File: src/rtl/seg7_scan_4digit_if.sv
// Display-side bundle for the 4-digit scanner: refresh input, digit data and
// the multiplexed anode/segment drive.
interface seg7_scan_4digit_if;
    logic        refresh_in;
    logic [15:0] value;
    logic [3:0]  dp_in;
    logic        blank_lz;
    logic [3:0]  an;
    logic [6:0]  seg;
    logic        dp;
    logic [1:0]  digit_idx;

    modport master (
        output refresh_in, value, dp_in, blank_lz,
        input  an, seg, dp, digit_idx
    );

    modport slave (
        input  refresh_in, value, dp_in, blank_lz,
        output an, seg, dp, digit_idx
    );
endinterface

File: src/rtl/seg7_scan_4digit.sv
// Common-anode 4-digit 7-segment scanner. A synchronised 500 Hz refresh edge
// advances one digit per tick, with an all-off blanking gap between digits.
module seg7_scan_4digit #(
    parameter int BLANK_CYCLES = 64
) (
    input  logic              clk_in,
    input  logic              rst,
    seg7_scan_4digit_if.slave bus
);

    localparam logic [1:0] S_IDLE  = 2'd0;
    localparam logic [1:0] S_BLANK = 2'd1;
    localparam logic [1:0] S_SHOW  = 2'd2;

    localparam logic [7:0] BLANK_LAST = 8'(BLANK_CYCLES - 1);

    function automatic logic [6:0] hex7(input logic [3:0] nib);
        logic [6:0] s;
        case (nib)
            4'h0: s = 7'h40;
            4'h1: s = 7'h79;
            4'h2: s = 7'h24;
            4'h3: s = 7'h30;
            4'h4: s = 7'h19;
            4'h5: s = 7'h12;
            4'h6: s = 7'h02;
            4'h7: s = 7'h78;
            4'h8: s = 7'h00;
            4'h9: s = 7'h10;
            4'hA: s = 7'h08;
            4'hB: s = 7'h03;
            4'hC: s = 7'h46;
            4'hD: s = 7'h21;
            4'hE: s = 7'h06;
            default: s = 7'h0E;
        endcase
        return s;
    endfunction

    // A digit is a leading zero when it and every more-significant nibble are zero.
    function automatic logic lz_blank(input logic [15:0] v, input logic lz,
                                      input logic [1:0] idx);
        logic z;
        case (idx)
            2'd3:    z = (v[15:12] == 4'h0);
            2'd2:    z = (v[15:8]  == 8'h00);
            2'd1:    z = (v[15:4]  == 12'h000);
            default: z = 1'b0;
        endcase
        return lz & z;
    endfunction

    logic        sync_p0, sync_p1, sync_p2;
    logic        tick;
    logic [1:0]  state;
    logic [7:0]  blank_cnt;
    logic [1:0]  digit_idx_r;
    logic [15:0] sh_value;
    logic [3:0]  sh_dp;
    logic        sh_lz;
    logic [3:0]  an_r;
    logic [6:0]  seg_r;
    logic        dp_r;

    logic [1:0]  nxt_idx;
    logic [15:0] src_value;
    logic [3:0]  src_dp;
    logic        src_lz;
    logic [3:0]  nxt_nib;
    logic [6:0]  nxt_seg;

    assign tick = sync_p1 & ~sync_p2;

    // Digit 0 reads the live inputs, since the shadow copy is loaded on that same edge.
    always_comb begin
        nxt_idx = digit_idx_r + 2'd1;
        if (nxt_idx == 2'd0) begin
            src_value = bus.value;
            src_dp    = bus.dp_in;
            src_lz    = bus.blank_lz;
        end else begin
            src_value = sh_value;
            src_dp    = sh_dp;
            src_lz    = sh_lz;
        end
        nxt_nib = src_value[{nxt_idx, 2'b00} +: 4];
        nxt_seg = lz_blank(src_value, src_lz, nxt_idx) ? 7'h7F : hex7(nxt_nib);
    end

    always_ff @(posedge clk_in or posedge rst) begin
        if (rst) begin
            sync_p0     <= 1'b0;
            sync_p1     <= 1'b0;
            sync_p2     <= 1'b0;
            state       <= S_IDLE;
            blank_cnt   <= 8'd0;
            digit_idx_r <= 2'd3;
            sh_value    <= 16'h0000;
            sh_dp       <= 4'h0;
            sh_lz       <= 1'b0;
            an_r        <= 4'b1111;
            seg_r       <= 7'h7F;
            dp_r        <= 1'b1;
        end else begin
            // p0/p1: metastability filter; p2: previous level for edge detect
            sync_p0 <= bus.refresh_in;
            sync_p1 <= sync_p0;
            sync_p2 <= sync_p1;

            case (state)
                S_IDLE, S_SHOW: begin
                    if (tick) begin
                        state     <= S_BLANK;
                        blank_cnt <= 8'd0;
                        an_r      <= 4'b1111;
                        seg_r     <= 7'h7F;
                        dp_r      <= 1'b1;
                    end
                end
                S_BLANK: begin
                    // Ticks here are ignored: the gap length is fixed.
                    if (blank_cnt == BLANK_LAST) begin
                        state       <= S_SHOW;
                        digit_idx_r <= nxt_idx;
                        an_r        <= ~(4'b0001 << nxt_idx);
                        seg_r       <= nxt_seg;
                        dp_r        <= ~src_dp[nxt_idx];
                        if (nxt_idx == 2'd0) begin
                            sh_value <= bus.value;
                            sh_dp    <= bus.dp_in;
                            sh_lz    <= bus.blank_lz;
                        end
                    end else begin
                        blank_cnt <= blank_cnt + 8'd1;
                    end
                end
                default: state <= S_IDLE;
            endcase
        end
    end

    assign bus.an        = an_r;
    assign bus.seg       = seg_r;
    assign bus.dp        = dp_r;
    assign bus.digit_idx = digit_idx_r;

endmodule

File: src/flat_wrapper.sv
// flat-port wrapper written by rule: the top's interface ports become plain ports
module seg7_scan_4digit_flat 
#(
    parameter int BLANK_CYCLES = 64
)
  (clk_in, rst, bus_refresh_in, bus_value, bus_dp_in, bus_blank_lz, bus_an, bus_seg, bus_dp, bus_digit_idx);
  seg7_scan_4digit_if bus_i ();
  input  logic clk_in;
  input  logic rst;
  input wire logic [$bits(bus_i.refresh_in)-1:0] bus_refresh_in;
  input wire logic [$bits(bus_i.value)-1:0] bus_value;
  input wire logic [$bits(bus_i.dp_in)-1:0] bus_dp_in;
  input wire logic [$bits(bus_i.blank_lz)-1:0] bus_blank_lz;
  output wire logic [$bits(bus_i.an)-1:0] bus_an;
  output wire logic [$bits(bus_i.seg)-1:0] bus_seg;
  output wire logic [$bits(bus_i.dp)-1:0] bus_dp;
  output wire logic [$bits(bus_i.digit_idx)-1:0] bus_digit_idx;
  assign bus_i.refresh_in = bus_refresh_in;
  assign bus_i.value = bus_value;
  assign bus_i.dp_in = bus_dp_in;
  assign bus_i.blank_lz = bus_blank_lz;
  assign bus_an = bus_i.an;
  assign bus_seg = bus_i.seg;
  assign bus_dp = bus_i.dp;
  assign bus_digit_idx = bus_i.digit_idx;
  seg7_scan_4digit #(.BLANK_CYCLES(BLANK_CYCLES)) u_core (.clk_in(clk_in), .rst(rst), .bus(bus_i));
endmodule
File: config.mk
export PLATFORM = sky130hd
export DESIGN_NAME = seg7_scan_4digit_flat
export DESIGN_NICKNAME = d
export VERILOG_FILES = /design/src/rtl/seg7_scan_4digit_if.sv /design/src/rtl/seg7_scan_4digit.sv /design/src/flat_wrapper.sv
export SDC_FILE = /design/constraint.sdc
export NUM_CORES = 1
export LEC_CHECK = 0
export CAP_MARGIN = 15
export CORE_MARGIN = 5
export CORE_UTILIZATION = 44
export DETAILED_ROUTE_END_ITERATION = 10
export HOLD_SLACK_MARGIN = 0.06
export PLACE_DENSITY = 0.69
export REMOVE_ABC_BUFFERS = 1
export SETUP_SLACK_MARGIN = 0.2
export SLEW_MARGIN = 0
export SYNTH_ARGS = -nofsm -noshare
export SYNTH_HDL_FRONTEND = slang
export SYNTH_SLANG_ARGS = --single-unit
export TNS_END_PERCENT = 10
File: constraint.sdc
create_clock -name clk_in -period 2.5 [get_ports clk_in]
set_clock_uncertainty 0.05 [all_clocks]
set_input_delay 0.25 -clock clk_in [delete_from_list [all_inputs] [get_ports clk_in]]
set_output_delay 0.25 -clock clk_in [all_outputs]
set_load 0.01 [all_outputs]
==> flow_summary_export.csv, run 1 <==
group,metric,value,unit
placed_design,place_congestion,0.887,
timing,setup_tns,-0.0739,ns
timing,setup_viol,6,
clocking,cts_tree,"done",
cells_and_area,fin_util,61.1,%
logic_synthesis,synthMuxAreaShare,23.9,%
floorplan,fp.coreArea,0.00585,sq mm
min_path,hp-class,"input port to asynchronous set/reset pin",
timing,worstMarginPinSlew,0.531,ns
power_and_ir_drop,irDropWorstVdd,0.406,mV
clocking,cts_max_path_buffers,2,
critical_path,worstPathArrival,2.70,ns
grt,antenna_found_initial,0,
cells_and_area,area_growth,36.0,%
floorplan,die_height,87.3,um
floorplan,floorplan.die.width,87.3,um
routing,ant_nets,0,
cells_and_area,num-nets-final,312,
power_and_ir_drop,p_switching,0.874,mW
critical_path,path_class,"register to register",
grt,grt_pass1_vias,2016,
power_and_ir_drop,power.density,769,mW/mm^2
clocking,h-tree-depth,2,
clocking,cts.sinks,48,
logic_synthesis,synth_fa_ha_area_share,5.24,%
floorplan,io_pins,38,
logic_synthesis,synth_compound_area_share,9.38,%
logic_synthesis,yosys.area_share.simple,8.85,%
floorplan,initial_utilization,44.9,%
power_and_ir_drop,intPower,1.88,mW
timing,setup_ws,-0.0220,ns
clocking,cts_buffers,5,
cells_and_area,layout_commonest_cell,"clkdlybuf4s50_1",
timing,slew_headroom,64.5,%
cells_and_area,fill_cells,460,
timing,max_freq,397,MHz
critical_path,worst_ep_required_time,2.68,ns
power_and_ir_drop,power_leakage,1.48,nW
cells_and_area,diodes,0,
critical_path,cp_max_fo,5,
logic_synthesis,ys_seq_area_share,46.4,%
grt,grt_usage,17.0,%
flow_run,cap_violations,0,
logic_synthesis,ys_warn_count,0,
power_and_ir_drop,seq_power_share,38.1,%
logic_synthesis,synthesis.area,0.00263,sq mm
logic_synthesis,synth_xor_area_share,2.67,%
cells_and_area,drive_above_1_share,33.1,%
logic_synthesis,synth.avg_cell_area,12.9,sq um
logic_synthesis,synth_ff_type,"dfrtp_1",
cells_and_area,multi_input_area,0.00140,sq mm
power_and_ir_drop,p_sw_share,31.8,%
timing,post-route-period-util,101,%
floorplan,dieArea,0.00762,sq mm
placed_design,hpwl,4110,um
cells_and_area,final_cell_mix,"clkdlybuf4s50_1, dfrtp_1, buf_4",
timing,layout_min_cycle_time,2.52,ns
timing,hold_viol,0,
logic_synthesis,synth_top_family_by_area,"multiplexers",
clocking,insertion_delay,0.30,ns
outcome,violations,"negative setup slack",
grt,gr-total-overflow,0,
routing,avgViaCountPerCell,5.31,
logic_synthesis,synth-edff-count,0,
placed_design,io_buffers,37,
power_and_ir_drop,combPwrFrac,44.1,%
clocking,cts.clk_slew.worst_paths,0.09,ns
routing,wirelength,5730,um
routing,wl_per_cell,16.2,um
critical_path,critPathLaunchType,"register",
timing,rsz0062_at_grt,"true",
power_and_ir_drop,p_clk_share,17.8,%
routing,num_vias,1875,
grt,grt_max_degree,26,
outcome,status,"complete, but fails checks",
logic_synthesis,syn_inst,204,
clocking,clockRootBuffer,"clkbuf_8",
cells_and_area,seqCellArea,0.00122,sq mm
clocking,hold_buffers,0,
logic_synthesis,async_reset_ff_share,100,%
routing,firstDrtPassIters,4,
timing,maxSlewViolCount,0,
critical_path,endpoint_kind,"register",
logic_synthesis,ys_types,44,
logic_synthesis,ys_ff_latch,48,
floorplan,rows,28,
routing,drc,0,
grt,grt_pass1_wl,10100,um
routing,drt-initial-drc-count,87,
-- metal layers --
layer  GRT usage [%]  part of all wire (%)
met1            21.9                    44
met2            28.6                    50
met3            3.78                   4.6
met4            5.44                   1.3
met5               0                     0
-- kinds of logic after synthesis --
family	after synthesis
DFF	48
adders and majority gates	11
muxes	43
xor gates and xnor gates	8
buffers and inverters	17
AOI/OAI and AO/OA	33
and+or+nand+nor	44
-- what timing repair did --
action | in CTS | in global routing
endpoints found under the setup margin | 7 | 7
gates cloned | 1 | 0
gates resized for setup | 31 | 2
pin swaps | 10 | 2
buffers inserted | 14 | 0
-- worst paths after layout --
kind                                                           from                               to  slack [ns]  cells after the start
worst max-delay path            u_core.bus.digit_idx[0]$_DFFE_PP1P_    u_core.bus.seg[6]$_DFFE_PP1P_       -0.02                      9
worst min-delay path                                            rst  u_core.blank_cnt[0]$_DFFE_PP0P_        0.24                      2
worst max register to register  u_core.bus.digit_idx[0]$_DFFE_PP1P_    u_core.bus.seg[6]$_DFFE_PP1P_       -0.02                      9
worst min register to register             u_core.sync_p0$_DFF_PP0_         u_core.sync_p1$_DFF_PP0_        0.31                      0
max in group asynchronous                                       rst    u_core.bus.seg[4]$_DFFE_PP1P_        1.55                      3
min in group clk_in                        u_core.sync_p0$_DFF_PP0_         u_core.sync_p1$_DFF_PP0_        0.31                      0
-- registers in the layout, indices dropped and copies added, names as in the netlist --
name,count
u_core.sh_lz,1
u_core.sync_p0,1
u_core.blank_cnt,8
u_core.bus.seg,7
u_core.sh_value,16
u_core.state,2
u_core.sh_dp,4
u_core.sync_p2,1
u_core.bus.digit_idx,2
u_core.sync_p1,1
u_core.bus.an,4
u_core.bus.dp,1
-- critical path, cell delays in order (launching register included) --
cell and delay, ns:
dfstp_2 0.57, inv_2 0.06, ha_4 0.29, buf_6 0.10, mux4_2 0.52, mux2i_4 0.21
buf_12 0.15, mux2i_1 0.17, nor2_1 0.05, o32a_1 0.28
-- area by class of cell --
| cell class | instances | share of cell area (%) |
|---|---|---|
| timing repair buffer | 76 | 20.7 |
| clock buffer | 7 | 2.41 |
| clock inverter | 1 | 0.245 |
| tap | 75 | 2.62 |
| inverter | 7 | 0.735 |
| multi-input combinational | 139 | 39.2 |
| sequential | 48 | 34.1 |
-- power by group through the flow --
stage	logic, mW	registers [mW]	clock network, mW
2_1_floorplan	0.577	1.08	0
3_3_place_gp	0.991	1.06	0
3_5_place_dp	1.01	1.06	0
4_1_cts	1.21	1.05	0.506
5_1_grt	1.33	1.07	0.552
6_report	1.21	1.05	0.490
-- through the flow --
| step | worst slack, ns | instance area [sq um] | hold slack, ns | total power, mW | std cells |
|---|---|---|---|---|---|
| floorplan | -0.735 | 2560 | 0.231 | 1.66 | 194 |
| global placement | -0.187 | 3230 | 0.282 | 2.05 | 330 |
| detailed placement | -0.265 | 3230 | 0.291 | 2.07 | 330 |
| CTS | -0.0269 | 3570 | 0.259 | 2.76 | 353 |
| global route | -0.148 | 3580 | 0.274 | 2.95 | 353 |
| finish | -0.0220 | 3580 | 0.244 | 2.75 | 353 |
-- synthesized netlist by cell type, drive strengths merged (2+ instances only) --
library cell  number  area [sq um]
mux2i             10           138
nor2              16          60.1
dfstp             14           368
inv                7          26.3
o32a               4          40.0
nor3b              3          32.5
dfrtp             34           851
xor2               3          26.3
and3               2          12.5
nand2              8          30.0
mux4              10           233
a22o               3          26.3
o22a               3          26.3
clkbuf             3          11.3
buf                7          56.3
nand3              2          10.0
o21ai              9          45.0
a211oi             3          27.5
o2111ai            2          17.5
a21oi              4          20.0
xnor2              5          43.8
nor4               2          12.5
mux2              23           259
ha                11           138
nor3               4          20.0
No activity file was read; power rests on OpenSTA's default activity.
==> inputs of run 2 (changes only) <==
--- a/config.mk
+++ b/config.mk
@@ -8,9 +8,10 @@
 export CAP_MARGIN = 15
 export CORE_MARGIN = 5
 export CORE_UTILIZATION = 44
+export CTS_BUF_LIST = sky130_fd_sc_hd__clkbuf_4 sky130_fd_sc_hd__clkbuf_8 sky130_fd_sc_hd__clkbuf_16
 export DETAILED_ROUTE_END_ITERATION = 10
 export HOLD_SLACK_MARGIN = 0.06
-export PLACE_DENSITY = 0.69
+export PLACE_DENSITY = 0.67
 export REMOVE_ABC_BUFFERS = 1
 export SETUP_SLACK_MARGIN = 0.2
 export SLEW_MARGIN = 0
==> constraint.sdc (replaced) <==
create_clock -name clk_in -period 3.1 [get_ports clk_in]
set_clock_uncertainty 0.05 [all_clocks]
set_input_delay 0.31 -clock clk_in [delete_from_list [all_inputs] [get_ports clk_in]]
set_output_delay 0.31 -clock clk_in [all_outputs]
set_load 0.01 [all_outputs]
==> flow_summary_export.csv, run 2 (same netlist as run 1, synthesis figures left out) <==
group,metric,value,unit
outcome,status,"complete, no violations",
routing,wl_per_cell,15.8,um
min_path,hp-class,"register to register",
critical_path,rr_endpoint,"u_core.bus.seg[4]$_DFFE_PP1P_",
floorplan,rows,28,
min_path,min_path_cells,0,
critical_path,endpoint_kind,"register",
placed_design,dpl_cell_area,0.00308,sq mm
clocking,cts.sinks,48,
grt,grt_max_degree,49,
cells_and_area,num-nets-final,286,
critical_path,worstPathArrival,2.98,ns
power_and_ir_drop,intPower,1.46,mW
power_and_ir_drop,seq_power_share,40.6,%
cells_and_area,diodes,0,
min_path,min_to,"u_core.sync_p1$_DFF_PP0_",
placed_design,io_buffers,37,
critical_path,ff2ff_path_depth,8,
timing,rsz0062_at_grt,"true",
timing,post-route-period-util,90.4,%
floorplan,fp.coreArea,0.00585,sq mm
grt,gr-total-overflow,0,
routing,wirelength,5160,um
power_and_ir_drop,irDropWorstVdd,0.336,mV
critical_path,cp_max_fo,10,
timing,maxSlewViolCount,0,
cells_and_area,drive_above_1_share,21.8,%
cells_and_area,layout_commonest_cell,"clkdlybuf4s50_1",
grt,antenna_found_initial,0,
grt,grt_pass1_wl,8470,um
cells_and_area,fill_cells,507,
placed_design,place_congestion,0.847,
timing,layout_min_cycle_time,2.80,ns
grt,grt_pass1_vias,1757,
routing,drc,0,
min_path,worstHoldStart,"u_core.sync_p0$_DFF_PP0_",
grt,grt_usage,14.1,%
routing,avgViaCountPerCell,5.37,
floorplan,io_pins,38,
power_and_ir_drop,power.density,639,mW/mm^2
critical_path,path_class,"register to register",
power_and_ir_drop,combPwrFrac,36.9,%
timing,hold_viol,0,
cells_and_area,largest_register_ffs,16,
timing,slew_headroom,35.3,%
timing,setup_tns,0,ns
timing,setup_viol,0,
floorplan,floorplan.die.width,87.3,um
critical_path,critPathLaunchType,"register",
clocking,cts_max_path_buffers,2,
clocking,h-tree-depth,2,
cells_and_area,stdcell_area,0.00328,sq mm
flow_run,cap_violations,0,
placed_design,hpwl,3880,um
power_and_ir_drop,p_switching,0.645,mW
power_and_ir_drop,p_clk_share,22.5,%
cells_and_area,area_growth,24.9,%
routing,ant_nets,0,
routing,drt-initial-drc-count,43,
routing,firstDrtPassIters,4,
timing,hold_ws,0.320,ns
timing,worstMarginPinSlew,0.969,ns
power_and_ir_drop,p_sw_share,30.7,%
cells_and_area,fin_util,56.1,%
floorplan,die_height,87.3,um
floorplan,dieArea,0.00762,sq mm
critical_path,rr_startpoint,"u_core.bus.digit_idx[0]$_DFFE_PP1P_",
cells_and_area,regMostFlops,"u_core.sh_value",
clocking,cts.clk_slew.worst_paths,0.09,ns
clocking,cts_buffers,5,
critical_path,worst_ep_required_time,3.27,ns
clocking,clockRootBuffer,"clkbuf_8",
clocking,insertion_delay,0.29,ns
floorplan,initial_utilization,44.9,%
clocking,cts_tree,"done",
power_and_ir_drop,power_leakage,1.33,nW
cells_and_area,final_cell_mix,"clkdlybuf4s50_1, dfrtp_1, mux2_1",
critical_path,r2r_setup_slack,0.30,ns
routing,num_vias,1755,
timing,max_freq,357,MHz
## run 2: cell count changes in the layout (fill, tap and decap cells not counted), sizes merged
cell	previous run	this run
clkbuf	7	6
bufinv	0	1
buf	39	13
## run 2: repair_timing
action / in CTS / in global routing
setup endpoints to repair: 7 / 6
gates resized for setup: 3 / 2
hold buffers: 0 / 0
buffers inserted: 2 / 4
## run 2: metrics by stage
step | std cells | setup WS, ns | total power [mW]
final | 327 | 0.297 | 2.10
after global routing | 327 | 0.150 | 2.23
after CTS | 323 | 0.206 | 2.10
after detailed placement | 313 | 0.0261 | 1.58
after global placement | 313 | 0.0967 | 1.56
after floorplan | 194 | -0.135 | 1.34
## run 2: critical path, cell delays in order, from the launching register on
cell and delay, ns:
dfstp_2 0.60, inv_1 0.15, ha_4 0.38, mux4_2 0.34
mux2i_4 0.29, inv_1 0.12, ha_1 0.25, o211a_1 0.23
o32a_1 0.32
## run 2: cell type report
type | count | area [sq um] | share of cell area, %
sequential | 48 | 1220 | 37.1
multi-input combinational | 139 | 1340 | 40.9
tap | 75 | 93.8 | 2.86
inverter | 7 | 26.3 | 0.800
clock buffer | 6 | 82.6 | 2.51
clock inverter | 2 | 38.8 | 1.18
timing repair buffer | 50 | 480 | 14.6
## run 2: how the worst max path moves through the flow
stage / from / endpoint
after floorplan: u_core.bus.digit_idx[0]$_DFFE_PP1P_ / u_core.bus.seg[5]$_DFFE_PP1P_
after global placement: u_core.bus.digit_idx[0]$_DFFE_PP1P_ / u_core.bus.seg[3]$_DFFE_PP1P_
after detailed placement: u_core.bus.digit_idx[0]$_DFFE_PP1P_ / u_core.bus.seg[5]$_DFFE_PP1P_
after CTS: u_core.bus.digit_idx[0]$_DFFE_PP1P_ / u_core.bus.seg[5]$_DFFE_PP1P_
after global routing: u_core.bus.digit_idx[0]$_DFFE_PP1P_ / u_core.bus.seg[4]$_DFFE_PP1P_
final: u_core.bus.digit_idx[0]$_DFFE_PP1P_ / u_core.bus.seg[4]$_DFFE_PP1P_
## run 2: power groups by stage
stage	Clock, mW	Sequential, mW	Combinational [mW]
6_report	0.473	0.852	0.775
5_1_grt	0.505	0.867	0.854
4_1_cts	0.491	0.852	0.753
3_5_place_dp	0	0.864	0.713
3_3_place_gp	0	0.859	0.702
2_1_floorplan	0	0.871	0.465
## run 2: metal layers
| metal | GRT usage [%] | wire (um) | vias up |
|---|---|---|---|
| met1 | 19.0 | 2400 | 868 |
| met2 | 23.2 | 2500 | 35 |
| met4 | 4.04 | 51 | 0 |
| met3 | 2.74 | 208 | 4 |
| met5 | 0 | 0 | - |
| li1 | - | - | 848 |
==> inputs of run 3 (changes only) <==
--- a/config.mk
+++ b/config.mk
@@ -14,6 +14,7 @@
 export PLACE_DENSITY = 0.67
 export REMOVE_ABC_BUFFERS = 1
 export SETUP_SLACK_MARGIN = 0.2
+export SKIP_LAST_GASP = 1
 export SLEW_MARGIN = 0
 export SYNTH_ARGS = -nofsm -noshare
 export SYNTH_HDL_FRONTEND = slang
==> constraint.sdc (replaced) <==
create_clock -name clk_in -period 3.1 [get_ports clk_in]
set_clock_uncertainty 0.05 [all_clocks]
set_input_delay 0.31 -clock clk_in [delete_from_list [all_inputs] [get_ports clk_in]]
set_output_delay 0.31 -clock clk_in [all_outputs]
set_load 0.005 [all_outputs]
==> results of run 3 <==
The final DEF is identical to that of run 2. Status: complete, no violations.
Main changes from that run: total power 2.10 mW -> 2.08 mW; worst IR drop on VDD 0.336 mV -> 0.335 mV
